[config.mk]
export PLATFORM = sky130hd
export DESIGN_NAME = fifo_rd_stream
export DESIGN_NICKNAME = d
export VERILOG_FILES = /design/src/rtl/fifo_rd_stream.sv
export SDC_FILE = /design/constraint.sdc
export NUM_CORES = 1
export LEC_CHECK = 0
export ABC_AREA = 1
export BUFFER_PORTS_ARGS = -buffer_cell sky130_fd_sc_hd__buf_2
export CAP_MARGIN = 0
export CORE_MARGIN = 2
export CORE_UTILIZATION = 45
export CTS_CLUSTER_DIAMETER = 100
export DETAILED_ROUTE_END_ITERATION = 8
export HOLD_SLACK_MARGIN = 0.02
export PLACE_DENSITY_LB_ADDON = 0.05
export SLEW_MARGIN = 40
export SYNTH_ARGS = -nofsm -noshare
export SYNTH_HDL_FRONTEND = slang
export SYNTH_SLANG_ARGS = --single-unit
[constraint.sdc]
create_clock -name r_clk -period 4.5 [get_ports r_clk]
set_input_delay 0.225 -clock r_clk [delete_from_list [all_inputs] [get_ports r_clk]]
set_output_delay 0.225 -clock r_clk [all_outputs]
set_load 0.005 [all_outputs]
[src/rtl/fifo_rd_stream.sv]
// rtl/fifo_rd_stream.sv - FIFO read-side adapter presenting a valid/ready stream through a 2-entry skid buffer
module fifo_rd_stream #(
  parameter int width = 8,
  parameter int CNT_W = 16
) (
  input  logic             r_clk,
  input  logic             rst_r,
  input  logic             empty,
  input  logic [width-1:0] r_data,
  output logic             r_en,
  output logic [width-1:0] m_data,
  output logic             m_valid,
  input  logic             m_ready,
  output logic [CNT_W-1:0] rd_count
);

  logic             inflight;
  logic [1:0]       occ;
  logic             wr_ptr;
  logic             rd_ptr;
  logic [width-1:0] mem [2];
  logic             pop;
  logic [2:0]       space;

  // A slot is free if it is neither occupied nor reserved by a read already in flight;
  // a pop this cycle frees a slot in time for the word that would land next cycle.
  assign pop     = m_valid && m_ready;
  assign space   = 3'd2 - {1'b0, occ} - {2'b00, inflight} + {2'b00, pop};
  assign r_en    = !rst_r && !empty && (space != 3'd0);
  assign m_valid = (occ != 2'd0);
  assign m_data  = mem[rd_ptr];

  // Remember that a read was issued so its data is captured on the next edge.
  always_ff @(posedge r_clk or posedge rst_r) begin
    if (rst_r) inflight <= 1'b0;
    else       inflight <= r_en;
  end

  // Occupancy rises on capture and falls on pop; both together leave it unchanged.
  always_ff @(posedge r_clk or posedge rst_r) begin
    if (rst_r) occ <= 2'd0;
    else       occ <= occ + {1'b0, inflight} - {1'b0, pop};
  end

  // Write pointer follows captures, read pointer follows pops.
  always_ff @(posedge r_clk or posedge rst_r) begin
    if (rst_r) begin
      wr_ptr <= 1'b0;
      rd_ptr <= 1'b0;
    end else begin
      if (inflight) wr_ptr <= ~wr_ptr;
      if (pop)      rd_ptr <= ~rd_ptr;
    end
  end

  // Capture the FIFO's registered read data one cycle after the strobe.
  always_ff @(posedge r_clk or posedge rst_r) begin
    if (rst_r) begin
      mem[0] <= '0;
      mem[1] <= '0;
    end else if (inflight) begin
      mem[wr_ptr] <= r_data;
    end
  end

  // Count accepted stream transfers, wrapping naturally.
  always_ff @(posedge r_clk or posedge rst_r) begin
    if (rst_r)    rd_count <= '0;
    else if (pop) rd_count <= rd_count + CNT_W'(1);
  end

  a_no_overflow: assert property (@(posedge r_clk) disable iff (rst_r)
    ({1'b0, occ} + {2'b00, inflight}) <= 3'd2);

endmodule
; ---- After elaboration in Yosys (flattened, before gate mapping)
; Index checks and enable logic that the tools add are counted.
[totals]
output_inout_bits = 26
input_bits = 12
word_cells = 34
latchBits = 0
mem_count = 0
mem_bits_ro = 0
mem_bits_rw = 0
register_bits = 37
[classes]
shift = 0
div_mod_pow = 0
mul = 0
addsub = 6
eq_ne = 0
n_mux = 6
bitwise_logic = 4
n_reduce_logical = 8
magnitude_cmp = 3
[op_table]
columns = cell, n
row1 = 8-bit 2-to-1 mux, 4
row2 = 16-bit by 1-bit adder with 16-bit output (second input constant), 1
row3 = 16-bit bitwise mux, 1
row4 = 8-bit demux with 1-bit select, 1
row5 = 2-bit >= comparator (second input constant), 2
row6 = 1-bit logical AND, 4
row7 = 1-bit inverter with 2-bit output, 2
row8 = 3-bit by 1-bit adder with 3-bit output, 1
row9 = 3-bit nonzero test, 1
row10 = 2-bit by 2-bit subtractor with 3-bit output (first input constant), 1
row11 = 3-bit by 1-bit subtractor with 3-bit output, 1
row12 = 2-bit by 1-bit adder with 2-bit output, 1
row13 = 1-bit logical NOT, 2
row14 = 2-bit by 1-bit less-than comparator with 1-bit output (second input constant), 1
row15 = 1-bit inverter, 2
row16 = 2-bit nonzero test, 1
row17 = 2-bit by 1-bit subtractor with 2-bit output, 1

; ---- Logic depth before layout (Yosys ltp)
[depth]
word_depth = 6
depth_mapped = 8
mapped_depth_nobuf = 8

; ---- Worst setup path before layout
; OpenSTA, ideal clock, no wires.
[synth_timing]
kind = reg-to-output
from = reg occ[1]
to = out r_en
arrival_ps = 1476
slack_ps = 2799
path_stages_with_launch = 9
cell_sequence = dfrtp_1 -> nor2_2 -> nor2_8 -> fa_1 -> inv_1 -> ha_1 -> inv_1 -> o31ai_1 -> inv_1
[synth_between]
elab_chain_cells = 5
[synth_rtl]
columns = item, line_no
row1 = start: declaration, 18  ; logic [1:0] occ;
row2 = start signal: assignment, 42  ; else occ <= occ + {1'b0, inflight} - {1'b0, pop};
row3 = 2-bit nonzero test, 30  ; assign m_valid = (occ != 2'd0);
row4 = 1-bit logical AND, 27  ; assign pop = m_valid && m_ready;
row5 = net pop, 22  ; logic pop;
row6 = 3-bit by 1-bit adder with 3-bit output, 28  ; assign space = 3'd2 - {1'b0, occ} - {2'b00, inflight} + {2'b00, pop};
row7 = 3-bit nonzero test, 29  ; assign r_en = !rst_r && !empty && (space != 3'd0);
row8 = 1-bit logical AND, 29
row9 = end: declaration, 10  ; output logic r_en,
; The timed path passes the listed nets, and every way through them passes these cells.

; ---- Final worst setup path
; Ends and elaborated chain as after synthesis.

==> impl_metrics.csv <==
group,metric,value,unit
die,dieHeight,67.9,um
setup_path,critPathRequiredTime,4.28,ns
placed_design,portBuffers,37,
placed_design,hpwl,2.44,mm
final_layout,antenna_cells,0,
logic_synthesis,synth_top_flop_cell,"dfrtp_1",
run_status,status,"completed",
logic_synthesis,synthDistinctLibCells,25,
logic_synthesis,synthTopCellsByArea,"dfrtp_1, nand2_1, inv_1, o21ai_2, xnor2_1",
routing,drcViolationCount,0,
global_route,grt_pass1_vias,1249,
power_and_ir_drop,p_int,0.761,mW
timing,setup_viol,0,
clocking,ctsHtreeMaxLevel,2,
timing,slew_viol_final,0,
final_layout,syn2layout_area_growth,17.0,%
global_route,antenna_found_initial,0,
logic_synthesis,synth_commonest_cells,"nand2_1, dfrtp_1, inv_1",
clocking,cts_tree,"built",
timing,slew_headroom,54.1,%
routing,via_per_inst,4.61,
die,dieWidth,67.9,um
routing,dr.first_iter.drc_count,87,
logic_synthesis,ys_seq_area_share,50.3,%
clocking,clock_latency,0.29,ns
clocking,clockBufferDepth,2,
setup_path,cp_slowest_cell,"dfrtp_1",
routing,vias,1405,
power_and_ir_drop,pwr_density_cell,563,nW/um2
setup_path,cp_max_fo,11,
logic_synthesis,synth_area,1840,um2
min_path,hp-class,"in2async",
die,dieArea,4610,um2
power_and_ir_drop,vdd_drop_max,0.000295,V
die,pin_count,38,
setup_path,critical_path_class,"reg2out",
clocking,post_cts.repair.setup_buffers,0,
power_and_ir_drop,swShare,37.2,%
timing,min_period_over_period,49.3,%
timing,fin_skew,0.00341,ns
timing,fmax,451,MHz
clocking,cts_hold_buf,0,
power_and_ir_drop,clockPowerShare,18.3,%
die,num_rows,23,
power_and_ir_drop,cellLeakagePower,1.19,nW
logic_synthesis,synth_warnings,0,
timing,tns,0,ns
setup_path,path_cells,"nor2_2 -> nor2_8 -> fa_1 -> inv_1 -> ha_1 -> inv_1 -> o31ai_1 -> inv_1 -> buf_2",
power_and_ir_drop,total_power,1.21,mW
logic_synthesis,synth_fp_nets,230,
logic_synthesis,syn_area_per_cell,8.64,um2
setup_path,slowest_delay,0.44,ns
setup_path,start_kind,"flop",
power_and_ir_drop,comb_power_share,36.4,%
final_layout,drive_gt1_share,23.5,%
logic_synthesis,yosysMostFrequentCell,"nand2_1",
routing,routedWlPerCell,11.1,um
global_route,grt_pass1_wl,5.66,mm
routing,postRouteAntennaNets,0,
clocking,cts_buffers,5,
timing,worstMarginPinSlew,0.688,ns
placed_design,place_congestion,0.759,
logic_synthesis,yosysTopAreaCellShare,50.3,%
setup_path,critPathMostFrequentCell,"inv_1",
logic_synthesis,synth-seq-cells,37,
timing,finalHoldViolations,0,
logic_synthesis,synth_cells,213,
power_and_ir_drop,power_switching,0.451,mW
clocking,cts_resized,0,
setup_path,crit_path_end_kind,"primary output",
die,core,3970,um2
clocking,cts_root_buf,"clkbuf_8",
final_layout,finish.instance_area,2150,um2
logic_synthesis,synthArstFlopShare,100,%
placed_design,dpl_cell_area,2070,um2
routing,drt-pass1-iter-count,4,
global_route,track_usage,16.8,%
timing,layout_min_cycle_time,2.22,ns
power_and_ir_drop,pwr-share-seq,45.3,%
logic_synthesis,synth_area_leader_cell,"dfrtp_1",
clocking,clk_pin_slew,0.07,ns
die,initial_core_util,46.3,%
timing,rsz0062_at_grt,"no",
logic_synthesis,synth_edf_count,0,
global_route,grt_max_degree,38,
global_route,overflow,0,
final_layout,nNetsFinal,271,
clocking,cts.sinks,37,
routing,wirelength,3.39,mm
setup_path,crit_arrival,1.99,ns
run,drv_cap,0,
[critical path: cells and delay by family (launching register included)]
kind	cells	cell delay (ns)
adder cells (fa/ha/maj)	2	0.48
flip-flops	1	0.44
AND/OR/NAND/NOR	2	0.30
buffers and inverters	4	0.30
AO/OA/AOI/OAI	1	0.19
[worst paths after layout]
| kind | depth (start not counted) | from | endpoint | slack, ns |
|---|---|---|---|---|
| max in group asynchronous | 3 | rst_r | mem[14] | 4.12 |
| setup reg to reg | 8 | occ[1] | inflight | 2.81 |
| min in group r_clk | 4 | empty | inflight | 0.18 |
| hold reg to reg | 2 | mem[12] | mem[12] | 0.48 |
| setup / recovery | 9 | occ[1] | r_en | 2.28 |
| hold / removal | 3 | rst_r | rd_count[0] | 0.04 |
[placed cells by master (no fill, tap or decap), types with 2 or more instances in the layout]
master    instances
nand2_1          78
dfrtp_1          37
buf_2            37
inv_1            28
nor2_1           12
o21ai_0           8
o21ai_2           8
xnor2_1           7
xor2_1            6
clkbuf_8          5
nand3_1           4
ha_1              4
nand3b_1          3
nor2_2            2
nand4_1           2
nor2_4            2
clkinv_2          2
[kinds of logic (layout without fill, tap and decap cells)]
logic type,after synthesis,in the layout,synth area share (%)
compound gates,18,18,6.67
flops,37,37,50.3
buf+inv,32,74,7.07
simple gates,108,108,25.9
fa+ha+maj,5,5,3.81
xor+xnor,13,13,6.19
[per-stage QoR]
stage	std cells	setup WS (ns)	utilization (%)	hold WS, ns
final	305	2.28	54.2	0.0385
after global routing	305	2.14	54.2	0.118
after CTS	305	2.25	54.2	0.0615
after detailed placement	297	2.55	52.1	0.380
after global placement	297	2.61	52.1	0.370
after floorplan	213	2.80	-	0.381
[metal layers]
metal / vias to the layer above / global-route usage, % / part of all wire [%]
met4: 0 / 9.75 / 1.9
met5: - / 0 / 0
li1: 731 / - / -
met2: 34 / 26.0 / 46
met1: 630 / 21.6 / 47
met3: 10 / 3.62 / 5.3
[cell type report]
cell class / count / area (um2)
well taps: 50 / 62.6
multi-input cells: 144 / 783
clock buffers: 6 / 72.6
clock inverters: 2 / 10.0
flip-flops and latches: 37 / 926
fillers: 401 / 1820
inverters: 28 / 105
repair buffers: 38 / 193
[state kept, by name, summed over array words and instances (netlist names)]
register  cells
inflight      1
mem          16
occ           2
rd_count     16
rd_ptr        1
wr_ptr        1
[power by group through the flow]
stage	sequential, mW	clock [mW]	combinational, mW
after floorplan	0.530	0	0.329
after global placement	0.555	0	0.443
after detailed placement	0.557	0	0.449
after CTS	0.551	0.230	0.454
after global routing	0.567	0.242	0.524
final	0.549	0.222	0.441
Power figures use the tool's default switching activity.
